## config.mk

```make
export PLATFORM = sky130hd
export DESIGN_NAME = mem_arbiter
export DESIGN_NICKNAME = d
export VERILOG_FILES = /design/src/rtl/mem_arbiter.sv
export SDC_FILE = /design/constraint.sdc
export NUM_CORES = 1
export LEC_CHECK = 0
export BUFFER_PORTS_ARGS = -buffer_cell sky130_fd_sc_hd__buf_2
export CAP_MARGIN = 10
export CORE_AREA = 3 3 66 68
export CTS_BUF_LIST = sky130_fd_sc_hd__clkbuf_8
export CTS_CLUSTER_SIZE = 30
export DETAILED_ROUTE_END_ITERATION = 10
export DIE_AREA = 0 0 69 71
export GPL_ROUTABILITY_DRIVEN = 0
export PLACE_DENSITY = 0.81
export SLEW_MARGIN = 0
export SYNTH_ARGS = -nofsm -noshare
export SYNTH_HDL_FRONTEND = slang
export SYNTH_SLANG_ARGS = --single-unit
export TNS_END_PERCENT = 5
```

## constraint.sdc

```tcl
create_clock -name clk -period 1.25 [get_ports clk]
set_input_delay 0 -clock clk [delete_from_list [all_inputs] [get_ports clk]]
set_output_delay 0 -clock clk [all_outputs]
set_load 0.005 [all_outputs]
```

## src/rtl/mem_arbiter.sv

```systemverilog
// -----------------------------------------------------------------------------
// mem_arbiter
//   Shares the single-ported, pipelined main memory between the I-cache miss
//   handler and the D-cache miss/write-through handler. One requester is
//   granted at a time. A D-side write is a single memory cycle. A block fill
//   issues one read per cycle and routes each returned word to the granted
//   cache, whatever the memory latency.
//
// Optional feature (macro ARB_RR_EN):
//   defined   - when d_req and i_req are both pending in IDLE, the grant goes
//               to the opposite of the last fill grant. d_wr_req always wins.
//   undefined - fixed priority d_wr_req > d_req > i_req.
//
// Ports:
//   clk, rst            clock, synchronous active-high reset
//   i_req, i_addr       I-cache block fill request / miss address
//   d_req, d_wr_req     D-cache block fill / single-word write requests
//   d_addr, d_wdata     D miss or write address, write data
//   mem_addr            address to main memory
//   mem_enable, mem_wr  memory access strobe, write strobe
//   mem_wdata           memory write data
//   mem_rdata           memory read data
//   mem_valid           mem_rdata valid this cycle
//   i_fill_we           write fill_data into I-cache word fill_word
//   d_fill_we           write fill_data into D-cache word fill_word
//   fill_word           word index of fill_data within the block
//   fill_data           returned word
//   i_done, d_done      one-cycle completion pulses
//   busy                arbiter is not idle
// -----------------------------------------------------------------------------
module mem_arbiter #(
    parameter int ADDR_W           = 16,
    parameter int DATA_W           = 16,
    parameter int WORDS_PER_BLOCK  = 8,
    localparam int OFF_W           = $clog2(WORDS_PER_BLOCK)
) (
    input  logic              clk,
    input  logic              rst,
    input  logic              i_req,
    input  logic [ADDR_W-1:0] i_addr,
    input  logic              d_req,
    input  logic              d_wr_req,
    input  logic [ADDR_W-1:0] d_addr,
    input  logic [DATA_W-1:0] d_wdata,
    output logic [ADDR_W-1:0] mem_addr,
    output logic              mem_enable,
    output logic              mem_wr,
    output logic [DATA_W-1:0] mem_wdata,
    input  logic [DATA_W-1:0] mem_rdata,
    input  logic              mem_valid,
    output logic              i_fill_we,
    output logic              d_fill_we,
    output logic [OFF_W-1:0]  fill_word,
    output logic [DATA_W-1:0] fill_data,
    output logic              i_done,
    output logic              d_done,
    output logic              busy
);

    localparam logic [1:0] S_IDLE   = 2'd0;
    localparam logic [1:0] S_DWRITE = 2'd1;
    localparam logic [1:0] S_DFILL  = 2'd2;
    localparam logic [1:0] S_IFILL  = 2'd3;

    localparam logic [OFF_W-1:0]  LAST_WORD = OFF_W'(WORDS_PER_BLOCK - 1);
    // Block base clears the word offset plus the byte-within-word bit.
    localparam logic [ADDR_W-1:0] BASE_MASK = ~(ADDR_W'(2 * WORDS_PER_BLOCK - 1));

    logic [1:0]        r_state;
    logic [ADDR_W-1:0] r_base;
    logic [OFF_W-1:0]  r_iss;
    logic [OFF_W-1:0]  r_ret;
    logic              r_issDone;
`ifdef ARB_RR_EN
    logic              r_lastGrantD;
`endif

    logic              w_grantWr;
    logic              w_grantD;
    logic              w_grantI;
    logic              w_fillActive;
    logic              w_issue;
    logic              w_return;
    logic              w_lastReturn;
    logic [ADDR_W-1:0] w_offset;

    // Grant selection, only acted upon while idle.
    always_comb begin
        w_grantWr = 1'b0;
        w_grantD  = 1'b0;
        w_grantI  = 1'b0;
        if (d_wr_req) begin
            w_grantWr = 1'b1;
        end else if (d_req && i_req) begin
`ifdef ARB_RR_EN
            if (r_lastGrantD) begin
                w_grantI = 1'b1;
            end else begin
                w_grantD = 1'b1;
            end
`else
            w_grantD = 1'b1;
`endif
        end else if (d_req) begin
            w_grantD = 1'b1;
        end else if (i_req) begin
            w_grantI = 1'b1;
        end
    end

    assign w_fillActive = (r_state == S_DFILL) || (r_state == S_IFILL);
    assign w_issue      = w_fillActive && !r_issDone;
    assign w_return     = w_fillActive && mem_valid;
    assign w_lastReturn = w_return && (r_ret == LAST_WORD);
    assign w_offset     = {{(ADDR_W - OFF_W - 1){1'b0}}, r_iss, 1'b0};

    // State and counters. Issue and return counters run independently so
    // returns may overlap the issue phase for any memory latency.
    always_ff @(posedge clk) begin
        if (rst) begin
            r_state      <= S_IDLE;
            r_base       <= '0;
            r_iss        <= '0;
            r_ret        <= '0;
            r_issDone    <= 1'b0;
`ifdef ARB_RR_EN
            r_lastGrantD <= 1'b0;
`endif
        end else begin
            case (r_state)
                S_IDLE: begin
                    r_iss     <= '0;
                    r_ret     <= '0;
                    r_issDone <= 1'b0;
                    if (w_grantWr) begin
                        r_state <= S_DWRITE;
                    end else if (w_grantD) begin
                        r_state      <= S_DFILL;
                        r_base       <= d_addr & BASE_MASK;
`ifdef ARB_RR_EN
                        r_lastGrantD <= 1'b1;
`endif
                    end else if (w_grantI) begin
                        r_state      <= S_IFILL;
                        r_base       <= i_addr & BASE_MASK;
`ifdef ARB_RR_EN
                        r_lastGrantD <= 1'b0;
`endif
                    end
                end
                S_DWRITE: begin
                    r_state <= S_IDLE;
                end
                S_DFILL, S_IFILL: begin
                    if (w_issue) begin
                        r_iss <= r_iss + OFF_W'(1);
                        if (r_iss == LAST_WORD) begin
                            r_issDone <= 1'b1;
                        end
                    end
                    if (w_lastReturn) begin
                        r_state   <= S_IDLE;
                        r_ret     <= '0;
                        r_iss     <= '0;
                        r_issDone <= 1'b0;
                    end else if (w_return) begin
                        r_ret <= r_ret + OFF_W'(1);
                    end
                end
                default: begin
                    r_state <= S_IDLE;
                end
            endcase
        end
    end

    // Outputs are decoded from state; all of them read zero when idle, so a
    // stray mem_valid outside a fill never reaches either cache.
    always_comb begin
        mem_addr   = '0;
        mem_enable = 1'b0;
        mem_wr     = 1'b0;
        mem_wdata  = '0;
        i_fill_we  = 1'b0;
        d_fill_we  = 1'b0;
        fill_word  = '0;
        fill_data  = '0;
        i_done     = 1'b0;
        d_done     = 1'b0;
        busy       = (r_state != S_IDLE);
        if (r_state == S_DWRITE) begin
            mem_enable = 1'b1;
            mem_wr     = 1'b1;
            mem_addr   = d_addr;
            mem_wdata  = d_wdata;
            d_done     = 1'b1;
        end
        if (w_issue) begin
            mem_enable = 1'b1;
            mem_addr   = r_base | w_offset;
        end
        if (w_return) begin
            fill_word = r_ret;
            fill_data = mem_rdata;
            if (r_state == S_DFILL) begin
                d_fill_we = 1'b1;
                d_done    = w_lastReturn;
            end else begin
                i_fill_we = 1'b1;
                i_done    = w_lastReturn;
            end
        end
    end

endmodule

```

==> metrics, run 1 <==
outcome=finished, violations left; violated checks=setup timing; class of the tightest hold or removal check=primary input to flop; post-placement worst setup slack=-0.258 ns; register-to-register setup slack=0.05 ns; Total Neg Setup Slack=-2.55 ns; stage delay of the slowest cell on the critical path=0.38 ns; overall via count from detail_route=1646; RSZ-0062 raised after global routing=true; H-Tree Depth=1; placed cells=326; total number of nets in the final design=357; global route total overflow=0; clock edge transition at the registers on the reported setup and hold paths=0.07 ns; launching element of the worst setup path=r_state[1]$_SDFFE_PP0P_; worst path required time=1.25 ns; sort of element at the end of the critical path=output port; Achievable Freq=0.744 GHz; crit path max fanout=21; pin slew with the least headroom to its limit=0.374 ns; largest net degree at the start of global routing=22; count of warnings emitted by yosys=0; total routing usage reported by global routing=16.2%; largest vdd supply drop=0.723 mV; number of different library cells in the post-synthesis netlist=40; initial antenna violation count=0; Max-cap violations=0; synthesized flop and latch total=21; ANT cells=0; most numerous cell in the Yosys netlist=sky130_fd_sc_hd__dfxtp_1; area enclosed by the die boundary=4900 µm²; final hold violation count=0; number of enable-type register cells in the synthesized netlist=0; clock skew=0.00213 ns; Net Switching=0.501 mW; synthesized area per cell=9.22 µm²; core box area=3910 µm²; number of filler cells placed in the layout=355; clock network power share=23.5%; power per cell area=786 nW/µm²; total internal power=1.28 mW; switching fraction of total power=28.1%; layout overhead on the synthesized area=51.0%; number of max-slew violations in the final report=0; number of antenna-violating nets in the routed design=0; Final Worst Setup Slack=-0.0939 ns; die height=71 µm; Max-slew headroom=75.0%; starting density of the core=38.4%; crit path kind=flop to output port; arrival time of data at the critical path endpoint=1.34 ns; DIE WIDTH=69 µm; cts hold-fix bufs=0; synthesized instance count=163; Leakage=1.31 nW; worst hold slack=0.0330 ns; number of buffers between clock root and the deepest sink=2; total nets after synthesis=237; ranking of synthesized cells by area=sky130_fd_sc_hd__dfxtp_1 28%, sky130_fd_sc_hd__a22o_1 8.7%, sky130_fd_sc_hd__and3_1 8.3%, sky130_fd_sc_hd__mux2i_1 8.0%, sky130_fd_sc_hd__and2_1 7.5%; CTS root buffer=sky130_fd_sc_hd__clkbuf_8; CTS tree=yes; final cycle utilization of the critical path=108%; share of layout cells above drive strength 1=55.0%; slowest stage cell, crit path=sky130_fd_sc_hd__dfxtp_2; min cycle time layout=1.34 ns; top-level I/O count=128; Reg-to-Reg Start=r_state[1]$_SDFFE_PP0P_; share of Yosys cell area claimed by the top area cell type=28.0%; Commonest cells post-synth=21 x sky130_fd_sc_hd__dfxtp_1, 20 x sky130_fd_sc_hd__and3_1, 18 x sky130_fd_sc_hd__and2_1; post-layout instance count excluding filler cells=332; count of buffering cells on the critical path with inverters included=3; Hold Path Depth=3; type of element launching the critical path=flop; final HPWL from detailed placement=3.15 mm; dominant cell type by area after synthesis=sky130_fd_sc_hd__dfxtp_1; vias in the first global route=1577; clock buffer count from CTS=3; CP cell instances=buf_12, nor2b_4, buf_12, a22o_1, buf_2; Post-Synthesis Cell Area=1500 µm²; DRC viols=0; Comb power frac=34.9%; insertion delay to the later sink of the worst-skew pair=0.25 ns; predominant post-synthesis flop cell=sky130_fd_sc_hd__dfxtp_1; mean number of vias per cell=4.96; # rows=23; worst reg-to-reg path cell count=4; Seq/Total Area, Yosys=28.0%; number of detailed-route iterations in the first pass=4; detailed-route wire length per cell=12.3 µm; IO Port Bufs=123; DP Area=2120 µm²; Seq pwr share=41.5%; CP Depth=5; wire length of the first global-routing pass=6.81 mm; number of failing setup endpoints in the final timing report=34; Crit path top cell by count=sky130_fd_sc_hd__buf_12; Initial DRC Count=43; Post-Layout Inst Area=2270 µm²; largest delay contributor family on the critical path=buffers and inverters; HP Start=i_addr[4]; total length of routed wires=4.09 mm; share of flip-flops with an asynchronous set or reset=0%; Sink Count=21
[per-layer routing]
layer / routed length, µm / track usage (%) / vias up
li1: - / - / 837
met1: 1660 / 18.0 / 721
met2: 1980 / 30.8 / 86
met3: 445 / 5.40 / 2
met4: 9 / 1.52 / 0
met5: 0 / 0 / -
[cell type report]
cell class / instances / area (µm²) / area share [%]
Clock buffer: 3 / 41.3 / 1.82
Clock inverter: 1 / 5.00 / 0.221
Tap cell: 50 / 62.6 / 2.76
Multi-Input combinational cell: 124 / 995 / 43.8
Timing Repair Buffer: 133 / 741 / 32.6
Sequential cell: 21 / 425 / 18.7
[worst reg2reg max path, delay by kind of cell (launching register included)]
family                 cells  cell delay, ns
DFF                        1            0.38
muxes                      1            0.37
buffers and inverters      1            0.16
AOI/OAI and AO/OA          1            0.15
and+or+nand+nor            1            0.05
[cells by family (layout without fill, tap and decap cells)]
kind of cell    Yosys count  after routing  share of synthesized area, %
fa+ha+maj                 4              4                          3.33
buf+inv                  18            137                          8.99
simple gates             66             66                          28.4
compound gates           41             41                          22.6
mux                      13             13                          8.74
flops                    21             21                          28.0
[timing repair]
action                     in CTS  in global routing
gates cloned                    1                  0
pin swaps                       0                  1
setup buffers                   1                  0
setup endpoints to repair      54                 52
resized for setup              10                  5
[power groups by stage]
stage | registers [mW] | clock network [mW] | logic [mW]
2_1_floorplan | 0.740 | 0 | 0.367
3_3_place_gp | 0.750 | 0 | 0.563
3_5_place_dp | 0.751 | 0 | 0.576
4_1_cts | 0.741 | 0.440 | 0.619
5_1_grt | 0.747 | 0.473 | 0.689
6_report | 0.741 | 0.420 | 0.623
[stage by stage]
stage | power [mW] | util, %
6_report | 1.78 | 58.0
5_1_grt | 1.91 | 58.0
4_1_cts | 1.80 | 57.3
3_5_place_dp | 1.33 | 54.1
3_3_place_gp | 1.31 | 54.1
2_1_floorplan | 1.11 | -
[final timing paths]
| check | to |
|---|---|
| max | mem_addr[5] |
| min reg2reg | r_base[6]$_SDFFE_PP0P_ |
| max reg2reg | r_iss[0]$_SDFFE_PP0P_ |
| min | r_base[4]$_SDFFE_PP0P_ |
[layout by cell type, fill, tap and decap left out, drive strengths merged]
master	n
nand4b	1
a31o	1
a22o	15
ha	4
nor4bb	1
nand4	1
o21ai	1
o21bai	2
nor2	4
and2	18
a22oi	1
nand2	5
bufbuf	1
nand3	4
nor3	1
nand3b	2
o2bb2ai	12
buf	132
dfxtp	21
a21oi	7
clkbuf	3
and3	20
clkinv	1
or2	3
mux2	1
a31oi	1
nand2b	2
mux2i	12
nor3b	1
o22ai	1
nor2b	3
[sequential cells by signal (all words and copies together), names as in the netlist]
signal,flops
r_base,12
r_ret,3
r_state,2
r_iss,3
r_issDone,1
No activity file was read; power rests on OpenSTA's default activity.
==> inputs of run 2 (changes only) <==
Settings changed: REMOVE_ABC_BUFFERS from default to 1.
==> metrics, run 2 (synthesis gave the netlist of run 1 again) <==
placed cells=328; DIE WIDTH=69 µm; number of filler cells placed in the layout=328; clock network power share=22.9%; Crit path top cell by count=sky130_fd_sc_hd__buf_4; total number of nets in the final design=365; Seq pwr share=39.2%; final cycle utilization of the critical path=103%; IO Port Bufs=123; min cycle time layout=1.29 ns; violated checks=setup timing; Max-cap violations=0; insertion delay to the later sink of the worst-skew pair=0.26 ns; number of antenna-violating nets in the routed design=0; pin slew with the least headroom to its limit=0.265 ns; Top reg by flops=r_base; number of failing setup endpoints in the final timing report=4; slowest stage cell, crit path=sky130_fd_sc_hd__dfxtp_4; number of max-slew violations in the final report=0; die height=71 µm; final HPWL from detailed placement=3.47 mm; Sink Count=21; H-Tree Depth=1; total length of routed wires=4.74 mm; max FFs per register=12; Achievable Freq=0.775 GHz; worst path required time=1.25 ns; top-level I/O count=128; post-route total power=1.90 mW; CP cell instances=buf_4, or2_4, buf_4, buf_2; core box area=3910 µm²; clock skew=0.000691 ns; number of detailed-route iterations in the first pass=4; wire length of the first global-routing pass=7.62 mm; DRC viols=0; utilization of the core after routing=61.7%; share of layout cells above drive strength 1=60.0%; Max-slew headroom=82.3%; post-layout instance count excluding filler cells=340; Comb power frac=37.9%; crit path max fanout=5; class of the tightest hold or removal check=primary input to flop; number of buffers between clock root and the deepest sink=2; vias in the first global route=1596; RSZ-0062 raised after global routing=true; CTS root buffer=sky130_fd_sc_hd__clkbuf_8; initial antenna violation count=0; crit path kind=flop to output port; cts hold-fix bufs=0; Post-Layout Inst Area=2410 µm²; starting density of the core=38.4%; Initial DRC Count=38; clock buffer count from CTS=3; stage delay of the slowest cell on the critical path=0.37 ns; total routing usage reported by global routing=18.4%; leading cell types in the layout, fill and taps excluded=121 x sky130_fd_sc_hd__buf_2, 20 x sky130_fd_sc_hd__and3_1, 16 x sky130_fd_sc_hd__and2_1, 16 x sky130_fd_sc_hd__dfxtp_1, 15 x sky130_fd_sc_hd__a22o_1; largest vdd supply drop=0.701 mV; largest net degree at the start of global routing=28; area enclosed by the die boundary=4900 µm²; ANT cells=0; final hold violation count=0; CTS tree=yes; DP Area=2130 µm²; total internal power=1.34 mW; power per cell area=786 nW/µm²; layout overhead on the synthesized area=60.7%; detailed-route wire length per cell=13.9 µm; # rows=23; Final Worst Setup Slack=-0.0397 ns; global route total overflow=0; switching fraction of total power=29.4%; most frequent standard cell in the layout excluding fill and tap cells=sky130_fd_sc_hd__buf_2; outcome=finished, violations left; Leakage=1.37 nW; clock edge transition at the registers on the reported setup and hold paths=0.07 ns; overall via count from detail_route=1701; mean number of vias per cell=5.00; sort of element at the end of the critical path=output port; type of element launching the critical path=flop; Net Switching=0.559 mW; arrival time of data at the critical path endpoint=1.29 ns; biggest registers after layout=r_base: 12 flops, r_iss: 3 flops, r_ret: 3 flops
==> run 2: cell count changes in the layout (fill, tap and decap cells not counted), moves of 2 or more <==
| cell | before | now |
|---|---|---|
| sky130_fd_sc_hd__and2_1 | 18 | 16 |
| sky130_fd_sc_hd__and2_4 | 0 | 2 |
| sky130_fd_sc_hd__buf_2 | 123 | 121 |
| sky130_fd_sc_hd__buf_6 | 0 | 8 |
| sky130_fd_sc_hd__dfxtp_1 | 19 | 16 |
| sky130_fd_sc_hd__dfxtp_2 | 1 | 3 |
| sky130_fd_sc_hd__o2bb2ai_1 | 12 | 7 |
| sky130_fd_sc_hd__o2bb2ai_2 | 0 | 5 |
| sky130_fd_sc_hd__or2_4 | 1 | 3 |
==> run 2: through the flow <==
stage	hold WS (ns)	setup TNS [ns]	setup WS, ns
6_report	0.0259	-0.0606	-0.0397
5_1_grt	0.0385	-2.20	-0.107
4_1_cts	0.0146	-0.0618	-0.0298
3_5_place_dp	0.265	-1.03	-0.101
3_3_place_gp	0.265	0	0.0104
2_1_floorplan	0.0624	-11.34	-0.450
==> run 2: timing repair <==
item	CTS	global route
setup endpoints to repair	69	67
gates resized for setup	22	17
pin swaps	2	16
cloned	1	1
buffers inserted	3	3
==> run 2: path summary, 6_finish.rpt <==
kind                                               from                 endpoint  slack, ns  depth (start not counted)
worst min-delay path                         i_addr[15]  r_base[15]$_SDFFE_PP0P_       0.03                          3
worst max register to register  r_state[1]$_SDFFE_PP0P_   r_base[5]$_SDFFE_PP0P_       0.03                          6
worst min register to register  r_base[15]$_SDFFE_PP0P_  r_base[15]$_SDFFE_PP0P_       0.47                          1
worst max-delay path            r_state[1]$_SDFFE_PP0P_                     busy      -0.04                          4
==> run 2: power by group through the flow <==
stage	Combinational, mW	Sequential (mW)	Clock, mW
5_1_grt	0.791	0.750	0.496
6_report	0.720	0.743	0.435
4_1_cts	0.650	0.740	0.447
3_5_place_dp	0.598	0.755	0
3_3_place_gp	0.587	0.755	0
2_1_floorplan	0.264	0.764	0
==> run 2: per-layer routing <==
layer	wire, µm	share of wire, %	GRT usage, %
met5	0	0	0
met4	17	0.36	3.25
met3	423	8.9	6.53
met2	2410	51	33.5
met1	1890	40	21.0
==> run 2: area by class of cell <==
type	instances	area [µm²]	share of cell area (%)
multi-input combinational	125	1060	44.0
timing repair buffer	140	811	33.6
sequential	21	432	17.9
tap	50	62.6	2.59
clock buffer	3	41.3	1.71
clock inverter	1	5.00	0.207
==> run 2: worst max-delay path, delay by kind of cell, from the launching register on <==
family / cells / cell delay [ns]
flip-flops: 1 / 0.37
buffers and inverters: 3 / 0.38
AND/OR/NAND/NOR: 1 / 0.27
